## src/rtl/drum_pipe_mult_if.sv

```systemverilog
// Operand/result handshake bundle for drum_pipe_mult.
// slave is the multiplier's view; master is the producer/consumer side.
interface drum_pipe_mult_if #(
  parameter int N = 16
);
  logic           in_valid;
  logic           in_ready;
  logic           in_signed;
  logic [N-1:0]   a;
  logic [N-1:0]   b;
  logic           out_valid;
  logic           out_ready;
  logic [2*N-1:0] r;

  modport master (
    output in_valid, in_signed, a, b, out_ready,
    input  in_ready, out_valid, r
  );

  modport slave (
    input  in_valid, in_signed, a, b, out_ready,
    output in_ready, out_valid, r
  );
endinterface

```

## src/rtl/drum_pipe_mult.sv

```systemverilog
// drum_pipe_mult: 3-stage DRUM approximate multiplier with valid/ready flow.
// Each operand keeps its leading one plus the next K-2 bits; the lowest kept
// bit is forced to 1 to unbias the truncation.
// Optional macro DRUM_PIPE_PERF_CNT_EN adds a 32-bit result handshake counter.
module drum_pipe_mult #(
  parameter int N = 16,
  parameter int K = 6
) (
  input  logic clk,
  input  logic rst_n,
  drum_pipe_mult_if.slave bus
`ifdef DRUM_PIPE_PERF_CNT_EN
  ,
  output logic [31:0] result_cnt
`endif
);
  localparam int LW = $clog2(N);
  localparam int SW = LW + 1;
  localparam int PW = 2 * K;
  localparam int RW = 2 * N;

  if (N < 8 || N > 32) begin : g_bad_n
    $error("drum_pipe_mult: N must be in 8..32");
  end
  if (K < 3 || K > N) begin : g_bad_k
    $error("drum_pipe_mult: K must be in 3..N");
  end

  function automatic logic [N-1:0] magnitude(input logic [N-1:0] x, input logic sgn);
    return (sgn && x[N-1]) ? (~x + N'(1)) : x;
  endfunction

  function automatic logic [LW-1:0] lead_one(input logic [N-1:0] x);
    logic [LW-1:0] idx;
    idx = '0;
    for (int i = 0; i < N; i++) begin
      if (x[i]) idx = LW'(i);
    end
    return idx;
  endfunction

  function automatic logic [K-1:0] mantissa(input logic [N-1:0] mag, input logic [LW-1:0] k);
    int ki;
    ki = int'(k);
    if (ki > K - 1) return K'(mag >> (ki - K + 1)) | K'(1);
    else            return mag[K-1:0];
  endfunction

  function automatic logic [SW-1:0] shift_of(input logic [LW-1:0] k);
    int ki;
    ki = int'(k);
    return (ki > K - 1) ? SW'(ki - K + 1) : '0;
  endfunction

  function automatic logic [RW-1:0] sign_restore(input logic [RW-1:0] v, input logic neg);
    return neg ? (~v + RW'(1)) : v;
  endfunction

  logic          vld_p0_d, vld_p0_q, vld_p1_d, vld_p1_q, vld_p2_d, vld_p2_q;
  logic          sgn_p0_d, sgn_p0_q, sgn_p1_d, sgn_p1_q;
  logic [N-1:0]  mag_a_p0_d, mag_a_p0_q, mag_b_p0_d, mag_b_p0_q;
  logic [LW-1:0] k_a_p0_d, k_a_p0_q, k_b_p0_d, k_b_p0_q;
  logic [PW-1:0] prod_p1_d, prod_p1_q;
  logic [SW-1:0] sh_p1_d, sh_p1_q;
  logic [RW-1:0] r_d, r_q;
  logic [N-1:0]  mag_a_s1, mag_b_s1;
  logic [K-1:0]  mant_a_s2, mant_b_s2;
  logic          adv_p0, adv_p1, adv_p2, accept;

  assign adv_p2        = !vld_p2_q || bus.out_ready;
  assign adv_p1        = !vld_p1_q || adv_p2;
  assign adv_p0        = !vld_p0_q || adv_p1;
  assign bus.in_ready  = rst_n && adv_p0;
  assign accept        = bus.in_valid && bus.in_ready;
  assign bus.out_valid = vld_p2_q;
  assign bus.r         = r_q;

  // S1: operand magnitudes, result sign and leading-one positions
  always_comb begin
    mag_a_s1   = magnitude(bus.a, bus.in_signed);
    mag_b_s1   = magnitude(bus.b, bus.in_signed);
    vld_p0_d   = adv_p0 ? accept : vld_p0_q;
    sgn_p0_d   = sgn_p0_q;
    mag_a_p0_d = mag_a_p0_q;
    mag_b_p0_d = mag_b_p0_q;
    k_a_p0_d   = k_a_p0_q;
    k_b_p0_d   = k_b_p0_q;
    if (accept) begin
      sgn_p0_d   = bus.in_signed & (bus.a[N-1] ^ bus.b[N-1]);
      mag_a_p0_d = mag_a_s1;
      mag_b_p0_d = mag_b_s1;
      k_a_p0_d   = lead_one(mag_a_s1);
      k_b_p0_d   = lead_one(mag_b_s1);
    end
  end

  // S2: truncate to K-bit mantissas, multiply, sum the shifts
  always_comb begin
    mant_a_s2 = mantissa(mag_a_p0_q, k_a_p0_q);
    mant_b_s2 = mantissa(mag_b_p0_q, k_b_p0_q);
    vld_p1_d  = adv_p1 ? vld_p0_q : vld_p1_q;
    sgn_p1_d  = sgn_p1_q;
    prod_p1_d = prod_p1_q;
    sh_p1_d   = sh_p1_q;
    if (adv_p1 && vld_p0_q) begin
      sgn_p1_d  = sgn_p0_q;
      prod_p1_d = PW'(mant_a_s2) * PW'(mant_b_s2);
      sh_p1_d   = shift_of(k_a_p0_q) + shift_of(k_b_p0_q);
    end
  end

  // S3: scale the product back up and restore the sign
  always_comb begin
    vld_p2_d = adv_p2 ? vld_p1_q : vld_p2_q;
    r_d      = r_q;
    if (adv_p2 && vld_p1_q) begin
      r_d = sign_restore(RW'(prod_p1_q) << sh_p1_q, sgn_p1_q);
    end
  end

  // Datapath registers between stages; their contents are qualified by the valid flags
  always_ff @(posedge clk) begin
    sgn_p0_q   <= sgn_p0_d;
    mag_a_p0_q <= mag_a_p0_d;
    mag_b_p0_q <= mag_b_p0_d;
    k_a_p0_q   <= k_a_p0_d;
    k_b_p0_q   <= k_b_p0_d;
    sgn_p1_q   <= sgn_p1_d;
    prod_p1_q  <= prod_p1_d;
    sh_p1_q    <= sh_p1_d;
  end

  // Stage valid flags and the visible result; reset flushes every beat in flight
  always_ff @(posedge clk or negedge rst_n) begin
    if (!rst_n) begin
      vld_p0_q <= 1'b0;
      vld_p1_q <= 1'b0;
      vld_p2_q <= 1'b0;
      r_q      <= '0;
    end else begin
      vld_p0_q <= vld_p0_d;
      vld_p1_q <= vld_p1_d;
      vld_p2_q <= vld_p2_d;
      r_q      <= r_d;
    end
  end

`ifdef DRUM_PIPE_PERF_CNT_EN
  logic [31:0] result_cnt_d, result_cnt_q;

  // Count delivered results; wraps naturally at 2^32
  always_comb begin
    result_cnt_d = result_cnt_q;
    if (vld_p2_q && bus.out_ready) result_cnt_d = result_cnt_q + 32'd1;
  end

  // Counter register
  always_ff @(posedge clk or negedge rst_n) begin
    if (!rst_n) result_cnt_q <= '0;
    else        result_cnt_q <= result_cnt_d;
  end

  assign result_cnt = result_cnt_q;
`endif
endmodule

```

## src/flat_wrapper.sv

```systemverilog
// flat-port wrapper written by rule: the top's interface ports become plain ports
module drum_pipe_mult_flat 
#(
  parameter int N = 16,
  parameter int K = 6
)
  (clk, rst_n, bus_in_valid, bus_in_signed, bus_a, bus_b, bus_out_ready, bus_in_ready, bus_out_valid, bus_r);
  drum_pipe_mult_if #(.N(N)) bus_i ();
  input  logic clk;
  input  logic rst_n;
  input wire logic [$bits(bus_i.in_valid)-1:0] bus_in_valid;
  input wire logic [$bits(bus_i.in_signed)-1:0] bus_in_signed;
  input wire logic [$bits(bus_i.a)-1:0] bus_a;
  input wire logic [$bits(bus_i.b)-1:0] bus_b;
  input wire logic [$bits(bus_i.out_ready)-1:0] bus_out_ready;
  output wire logic [$bits(bus_i.in_ready)-1:0] bus_in_ready;
  output wire logic [$bits(bus_i.out_valid)-1:0] bus_out_valid;
  output wire logic [$bits(bus_i.r)-1:0] bus_r;
  assign bus_i.in_valid = bus_in_valid;
  assign bus_i.in_signed = bus_in_signed;
  assign bus_i.a = bus_a;
  assign bus_i.b = bus_b;
  assign bus_i.out_ready = bus_out_ready;
  assign bus_in_ready = bus_i.in_ready;
  assign bus_out_valid = bus_i.out_valid;
  assign bus_r = bus_i.r;
  drum_pipe_mult #(.N(N), .K(K)) u_core (.clk(clk), .rst_n(rst_n), .bus(bus_i));
endmodule
```

## config.mk

```make
export PLATFORM = sky130hd
export DESIGN_NAME = drum_pipe_mult_flat
export DESIGN_NICKNAME = d
export VERILOG_FILES = /design/src/rtl/drum_pipe_mult_if.sv /design/src/rtl/drum_pipe_mult.sv /design/src/flat_wrapper.sv
export SDC_FILE = /design/constraint.sdc
export NUM_CORES = 1
export LEC_CHECK = 0
export CORE_MARGIN = 3
export CORE_UTILIZATION = 35
export CTS_BUF_LIST = sky130_fd_sc_hd__clkbuf_4 sky130_fd_sc_hd__clkbuf_8
export CTS_CLUSTER_SIZE = 40
export DETAILED_ROUTE_END_ITERATION = 7
export SLEW_MARGIN = 5
export SYNTH_ARGS = -nofsm -noshare
export SYNTH_HDL_FRONTEND = slang
export SYNTH_SLANG_ARGS = --single-unit
```

## constraint.sdc

```tcl
create_clock -name clk -period 18.6 [get_ports clk]
set_input_delay 2.79 -clock clk [delete_from_list [all_inputs] [get_ports clk]]
set_output_delay 2.79 -clock clk [all_outputs]
set_load 0.05 [all_outputs]
```

---- Word level (Yosys, flattened, before mapping) ----
Index checks and enable logic that the tools add are counted.
storage, ports and cells
  memory bits (writable) .................. 0
  flip-flop bits (word level) ............. 94
  bits in latches ......................... 0
  input bits .............................. 37
  bits in read-only memories .............. 0
  memories kept ........................... 0
  output and inout bits ................... 34
cells by class
  magnitude comparators ................... 2
  equality and inequality tests ........... 0
  add/sub/neg operators ................... 8
  bitwise operators ....................... 5
  $mul .................................... 1
  reduce and logical (&&, ||, !) cells .... 18
  div/mod/pow operators ................... 0
  shift operators ......................... 3
  mux-type cells .......................... 35
operators by type and width
  kind                     number
  $add A32 B2 Y32 const B  2
  $shr A16 B32 Y6          2
  $mux W3                  16
  $add A16 B1 Y16 const B  2
  $add A32 B1 Y32 const B  1
  $mux W16                 2
  $mux W32                 1
  $not A16 Y16             2
  $not A32 Y32             1
  $shl A12 B5 Y32          1
  $mux W2                  8
  $reduce_or A8 Y1         2
  $mul A6 B6 Y12           1
  $mux W6                  2
  $mux W5                  2
  $sub A4 B3 Y5 const B    2
  $gt A4 B3 Y1 const B     2
  $reduce_or A4 Y1         2
  $logic_and A1 B1 Y1      6
  $add A5 B5 Y5            1
  $mux W1                  4
  $reduce_or A2 Y1         2
  $logic_not A1 Y1         3
  $logic_or A1 B1 Y1       3
  other kinds (2)          2

---- Depth between registers and ports, before layout ----
  depth after elaboration ................. 17
  depth in mapped cells ................... 29
  depth with buffers taken out ............ 27

---- Worst setup path after synthesis ----
No wires, ideal clock.
  path type ............................... input to output
  from .................................... in bus_out_ready
  to ...................................... out bus_in_ready
  buffers on the path ..................... 0
  arrival time ............................ 4.180 ns
  slack ................................... 11.630 ns
  stages on the path ...................... 3
  cells stage by stage .................... nand2b_1 > nor2_1 > a21boi_0
on the way
  longest elaborated chain between the ends .. 4
ends and longest elaborated chain
  what                 line                  text
  from (decl)          flat_wrapper.sv:15    input wire logic [$bits(bus_i.out_ready)-1:0] bus_out_ready;
  $logic_or A1 B1 Y1   drum_pipe_mult.sv:70  assign adv_p2 = !vld_p2_q || bus.out_ready;
  $logic_or A1 B1 Y1   drum_pipe_mult.sv:71  assign adv_p1 = !vld_p1_q || adv_p2;
  $logic_or A1 B1 Y1   drum_pipe_mult.sv:72  assign adv_p0 = !vld_p0_q || adv_p1;
  $logic_and A1 B1 Y1  drum_pipe_mult.sv:73  assign bus.in_ready = rst_n && adv_p0;
  to (decl)            flat_wrapper.sv:16    output wire logic [$bits(bus_i.in_ready)-1:0] bus_in_ready;
Every way passes these cells.

---- Final worst setup path ----
  from .................................... in rst_n
  to ...................................... out bus_in_ready
on the way
  longest elaborated chain between the ends .. 1
ends and longest elaborated chain
  what                 line                  text
  from (decl)          flat_wrapper.sv:10    input logic rst_n;
  $logic_and A1 B1 Y1  drum_pipe_mult.sv:73
Every way passes these cells.

==> key figures <==
Setup path
  – Worst EP arrival: 4750 ps
  – Critical path's slowest cell: clkdlybuf4s50_1
  – CP Capture Type: output port
  – Critical path class: primary input to output port
  – Worst path cell trace: clkdlybuf4s50_1 -> buf_4 -> a21boi_0 -> clkdlybuf4s50_1
  – Worst-path maximum fanout: 36
  – CP peak stage delay: between 800 and 900 ps
  – CP most frequent cell: clkdlybuf4s50_1
  – Worst path required time: between 15000 and 20000 ps
  – Nature of the critical path startpoint: primary input

Die
  – Die height: around 160 um
  – I/O pins: 71
  – Die Width: 164 um
  – Core area: 24500 sq um
  – Std-Cell Rows: 57
  – Full die area: 26900 sq um
  – Starting density of the core: 35.8%

Pwr
  – Pwr Density: 82.9 nW/um^2
  – P_sw: 0.337 mW
  – Pleak: 3.88 nW
  – Power share of the combinational group: 46.5%
  – Clock power share: 18.8%
  – VDD IR max: 0.0539 mV
  – Sequential share of power: 34.7%
  – Internal Power: around 0.48 mW
  – Sw Share: between 40% and 50%

Yosys
  – Area fraction in compound gates after synthesis: roughly 16%
  – Sequential area share after synthesis: 30.2%
  – Post-Synth Simple-Gate Area: around 17%
  – Leading area contributor after synthesis: edfxtp_1
  – Synth Area in Adders: 10.5%
  – Post-synth EDFFs: between 50 and 60
  – Top cell type's share of synthesized area: between 20 and 25%
  – Ys flop type: edfxtp_1
  – Yosys warning count: 0
  – Synth area leaders: edfxtp_1 20%, dfrtp_1 10%, mux4_2 7.7%
  – Synthesized Nets: about 1000
  – Synth Register Bits: 94
  – Yosys cell types: 68
  – Syn Inst Count: 944
  – XOR/XNOR Fraction of Synth Area: under 10%
  – Synth async-reset ratio: 37.2%
  – Largest family of logic cells by synthesized area: simple AND/OR/NAND/NOR gates
  – Post-Syn Area: 8750 sq um
  – Mux cell area share after synthesis: 13.2%
  – Syn Area/Cell: ~9 sq um

Clock tree
  – Clock Tree Buf Depth: 2
  – # Post-CTS Setup Buffers: 0
  – Root Driver: clkbuf_8
  – Post_cts resized: 0
  – H-tree depth: 3
  – Clk sink count: 94
  – Worst-skew pair later-pin latency: 380 ps
  – TritonCTS buffer count: 9
  – # hold bufs at CTS: 0
  – TritonCTS clock tree: yes
  – Reg clk slew, reported paths: approximately 100 ps

Layout
  – Syn-to-layout area delta: 12.8%
  – Layout cells sized above 1: 9.26%
  – Nets: 1078
  – # fillers: ~2400
  – Ant diodes: 0

GRT
  – First-pass GRT wire length: 31800 um
  – Antenna violations before repair: 0
  – All-Layer GR Usage: 14.3%
  – Largest net degree at the start of global routing: 51
  – Grt total ovfl: 0
  – Via count of the first global-routing pass: 6610

STA
  – Clock Skews: about 12 ps
  – Period minus WS final: roughly 7500 ps
  – Total negative slack: 0 ps
  – Hold Vio Cnt, Final: 0
  – Max Slew Vio Count: 0
  – RSZ-0062 raised after global routing: no
  – Final setup violation count: 0
  – Period utilization: about two fifths
  – Final WS setup: 11060 ps
  – Actual slew at the worst max-slew pin: 1180 ps
  – Slew Limit Headroom: 21.4%
  – FMAX: approximately 130 MHz

Placement
  – Pre-CTS setup slack: between 10000 and 15000 ps
  – Global placement routability congestion: approximately 0.87
  – IO Port Bufs: 70
  – DP HPWL: 14800 um

Routing
  – Vias per Instance: 5.29
  – DR WL/cell: 14.5 um
  – DRC viols: 0
  – Router iterations before antenna repair: 5
  – Final ANT Viol Nets: 0
  – Drt total wl: roughly 19000 um
  – Initial drt markers: between 400 and 500
  – Detailed-route via count: between 6000 and 7000

Job
  – Max-Cap Viols: 0

Min path
  – Hold WC Path Type: flop to flop

Status
  – Run status: completed
## per-layer routing
metal | GRT usage [%] | wire, um
met5 | 0 | 0
met4 | 3.19 | 262
met3 | 2.14 | 618
met2 | 25.1 | 9430
met1 | 18.5 | 8650
## worst max-delay path: cells and delay by family
| kind | cells | cell delay, ps |
|---|---|---|
| AO/OA/AOI/OAI | 1 | 270 |
| buffers and inverters | 3 | 1680 |
## layout make-up
type | count | area, sq um | area share [%]
Clock buffer | 9 | 124 | 1.25
Clock inverter | 7 | 95.1 | 0.963
Inverter | 63 | 236 | 2.39
Multi-Input combinational cell | 732 | 5610 | 56.8
Sequential cell | 94 | 2650 | 26.8
Tap cell | 324 | 405 | 4.10
Timing Repair Buffer | 78 | 761 | 7.70
## path summary, 6_finish.rpt
check / cells past startpoint / startpoint / slack (ps) / endpoint
max: 4 / rst_n / 11060 / bus_in_ready
min: 2 / u_core.bus.r[8]$_DFFE_PN0P_ / 480 / u_core.bus.r[8]$_DFFE_PN0P_
max reg2reg: 21 / u_core.k_a_p0_q[0]$_SDFFCE_PP1P_ / 11760 / u_core.prod_p1_q[11]$_DFFE_PP_
min reg2reg: 2 / u_core.bus.r[8]$_DFFE_PN0P_ / 480 / u_core.bus.r[8]$_DFFE_PN0P_
max in group asynchronous: 2 / rst_n / 15460 / u_core.bus.r[29]$_DFFE_PN0P_
min in group asynchronous: 2 / rst_n / 2820 / u_core.vld_p0_q$_DFFE_PN0N_
## cell families after synthesis
kind of cell,after synthesis
simple gates,303
compound gates,221
buf+inv,118
flops,94
mux,76
xor+xnor,69
fa+ha+maj,63
## flip-flops by register name, indices dropped and copies added (netlist names)
| signal | cells |
|---|---|
| u_core.sgn_p1_q | 1 |
| u_core.bus.out_valid | 1 |
| u_core.sgn_p0_q | 1 |
| u_core.mag_a_p0_q | 16 |
| u_core.prod_p1_q | 12 |
| u_core.k_a_p0_q | 4 |
| u_core.bus.r | 32 |
| u_core.vld_p0_q | 1 |
| u_core.sh_p1_q | 5 |
| u_core.k_b_p0_q | 4 |
| u_core.vld_p1_q | 1 |
| u_core.mag_b_p0_q | 16 |
## Yosys cell counts (13+ instances only)
library cell	instances
a21oi_1	41
a22oi_1	16
clkbuf_1	35
dfrtp_1	35
edfxtp_1	59
fa_1	18
ha_1	45
inv_1	61
mux2_2	16
mux2i_1	29
mux4_2	30
nand2_1	87
nand2b_1	16
nand3b_1	14
nor2_1	83
nor2b_1	18
o21ai_0	74
or2_2	13
xnor2_1	35
xor2_1	34
## stage by stage
stage	std cells	total power, mW	cell area [sq um]	utilization (%)	hold slack [ps]
after CTS	1307	0.829	9880	40.4	487
after detailed placement	1291	0.672	9660	39.5	465
after floorplan	944	0.568	8750	-	400
after global placement	1291	0.668	9660	39.5	459
after global routing	1307	0.874	9880	40.4	506
final	1307	0.819	9880	40.4	484
## layout by cell type, fill, tap and decap left out, drive strengths merged, types with 10 or more instances in the layout
cell,n
nor3,11
mux4,30
mux2,16
mux2i,30
a21oi,41
fa,18
clkdlybuf4s50,70
a31oi,10
edfxtp,59
a22oi,17
inv,63
o31ai,11
nor2b,18
nand3,11
nor4,10
nand3b,14
nand2b,16
ha,45
or2,14
dfrtp,35
xor2,34
nand2,87
nand4,10
xnor2,35
o21ai,79
nor2,83
## power by group through the flow
stage	clock network, mW	logic (mW)	registers [mW]
6_report	0.154	0.381	0.285
5_1_grt	0.168	0.416	0.290
4_1_cts	0.160	0.384	0.285
3_5_place_dp	0	0.383	0.290
3_3_place_gp	0	0.380	0.288
2_1_floorplan	0	0.207	0.361
No activity file was read; power rests on OpenSTA's default activity.
==> variant, RTL diff (config.mk and constraints unchanged) <==
`N` is set to 16 in 3 places; all go to 32.
--- a/src/rtl/drum_pipe_mult_if.sv
+++ b/src/rtl/drum_pipe_mult_if.sv
@@ -1,7 +1,7 @@
 // Operand/result handshake bundle for drum_pipe_mult.
 // slave is the multiplier's view; master is the producer/consumer side.
 interface drum_pipe_mult_if #(
-  parameter int N = 16
+  parameter int N = 32
 );
   logic           in_valid;
   logic           in_ready;
--- a/src/rtl/drum_pipe_mult.sv
+++ b/src/rtl/drum_pipe_mult.sv
@@ -3,7 +3,7 @@
 // bit is forced to 1 to unbias the truncation.
 // Optional macro DRUM_PIPE_PERF_CNT_EN adds a 32-bit result handshake counter.
 module drum_pipe_mult #(
-  parameter int N = 16,
+  parameter int N = 32,
   parameter int K = 6
 ) (
   input  logic clk,
--- a/src/flat_wrapper.sv
+++ b/src/flat_wrapper.sv
@@ -1,7 +1,7 @@
 // flat-port wrapper written by rule: the top's interface ports become plain ports
 module drum_pipe_mult_flat 
 #(
-  parameter int N = 16,
+  parameter int N = 32,
   parameter int K = 6
 )
   (clk, rst_n, bus_in_valid, bus_in_signed, bus_a, bus_b, bus_out_ready, bus_in_ready, bus_out_valid, bus_r);
Ports: changed (resized bus_a, bus_b and bus_r); port bits go from 71 to 135. No check against the original RTL was run, so the function may have changed too.
==> variant against the original RTL <==
  * Power grew 91%
  * Setup slack gained 0.15 ns
  * Cell area grew 82%
  * Clock power grew 58%
  * Synthesized area grew 81%
  * Wire length grew 130%
  * Via count grew 100%
  * Sequential cell count grew 67
  * Critical endpoint unchanged
  * Largest cell class unchanged
==> variant: results (changes against the original RTL) <==
The beginning of the worst hold path is u_core.sgn_p0_q (was u_core.bus.r[8]). The flip-flop count of the largest register after layout is 64 (was 32). The worst flop-to-flop path startpoint is u_core.k_a_p0_q[2] (was u_core.k_a_p0_q[0]). The met2 track utilization from global routing is 30.6% (was 25.1%). Leading post-synthesis cells by instance count: sky130_fd_sc_hd__nand2_1 (193), sky130_fd_sc_hd__nor2_1 (127), sky130_fd_sc_hd__o21ai_0 (97), sky130_fd_sc_hd__edfxtp_1 (94), sky130_fd_sc_hd__a21oi_1 (88) (was sky130_fd_sc_hd__nand2_1 (87), sky130_fd_sc_hd__nor2_1 (83), sky130_fd_sc_hd__o21ai_0 (74), sky130_fd_sc_hd__inv_1 (61), sky130_fd_sc_hd__edfxtp_1 (59)). The total nets after synthesis is 1887 (was 1044).

The count of cell types in the netlist came out at 110 (was 68). The total track usage came out at 18.6% (was 14.3%). The reported leakage power came out at 6.69 nW (was 3.88 nW). Biggest area contributors in the synthesized netlist: sky130_fd_sc_hd__edfxtp_1 (18%), sky130_fd_sc_hd__dfrtp_1 (11%), sky130_fd_sc_hd__mux4_2 (7.8%), sky130_fd_sc_hd__nand2_1 (4.6%), sky130_fd_sc_hd__xnor2_1 (4.1%) (was sky130_fd_sc_hd__edfxtp_1 (20%), sky130_fd_sc_hd__dfrtp_1 (10%), sky130_fd_sc_hd__mux4_2 (7.7%), sky130_fd_sc_hd__ha_1 (6.4%), sky130_fd_sc_hd__o21ai_0 (4.2%)).

The number of antenna violations at the first check in global routing is 1 (was 0). The TritonCTS buffer count was 17 (was 9). The instance area after placement is 17600 µm² (was 9660 µm²). The worst-case hold slack came out at 0.479 ns (was 0.484 ns).

The insertion delay of the later-clocked pin in the worst-skew pair came out at 0.51 ns (was 0.38 ns). The detailed router's first-iteration violation count came out at 1044 (was 454). Run status: completed (unchanged). The routed length on met3 came out at 2110 µm (was 618 µm). The last weighted congestion value of the routability-driven placer came out at 0.944 (was 0.871). The filler cell count in the final layout came out at 4426 (was 2445).

The largest fanout on the critical path was 4 (was 36). The fraction of layout instances using a drive strength above 1 came out at 10.7% (was 9.26%). The global routing met1 resource utilization is 24.2% (was 18.5%). The highest layer used for signal routing was met5 (was met4). The transition time of the tightest slew-check pin came out at 1.13 ns (was 1.18 ns). The met3 demand-to-capacity share in global routing came to 3.06% (was 2.14%). The maximum level of the CTS H-tree was 4 (was 3). The length in cells of the worst reg-to-reg path is 25 (was 21).
-- variant: cell types whose count changed after synthesis, sizes merged, moves of 20 or more --
cell    change
nand2     +106
a21oi      +47
nor2       +44
nand3      +42
clkbuf     +40
xnor2      +39
a31oi      +35
edfxtp     +35
o21ai      +33
dfrtp      +32
nor3       +32
and2       +28
mux4       +25
mux2i      +20
-- variant: how the worst max path moves through the flow --
stage | to | slack, ns
final | bus_in_ready | 11.21
after global routing | u_core.prod_p1_q[11] | 11.06
after CTS | bus_in_ready | 11.19
after detailed placement | bus_in_ready | 11.19
after global placement | bus_in_ready | 11.21
after floorplan | bus_in_ready | 11.63
-- variant: final cells by class --
cell class	count	area [µm²]	area share [%]
multi-input combinational	1406	10500	58.7
sequential	161	4500	25.1
clock inverter	15	125	0.697
timing repair buffer	160	1530	8.53
inverter	74	278	1.55
clock buffer	17	234	1.30
tap	592	741	4.13
-- variant: per-stage QoR --
step                      power [mW]  instances  setup slack, ns
after floorplan                 1.07       1752            11.63
after global placement          1.31       2393            11.21
after detailed placement        1.32       2393            11.19
after CTS                       1.57       2425            11.19
after global routing            1.66       2425            11.06
final                           1.56       2425            11.21
-- variant: report_power, final --
group,internal [mW],total [mW],leakage (nW),switching (mW)
registers,0.442,0.481,1.72,0.0381
logic,0.298,0.839,4.79,0.541
clock network,0.0955,0.243,0.175,0.148
total,0.836,1.56,6.69,0.727
-- variant: logic make-up (layout without fill, tap and decap cells) --
kind of cell	after synthesis	in the layout	share of synthesized area [%]
multiplexers	130	130	13.1
XOR/XNOR	122	122	6.75
AND/OR/NAND/NOR	618	618	20.0
buffers and inverters	185	266	5.04
flip-flops	161	161	28.4
adder cells (fa/ha/maj)	66	66	6.07
AO/OA/AOI/OAI	470	470	20.6
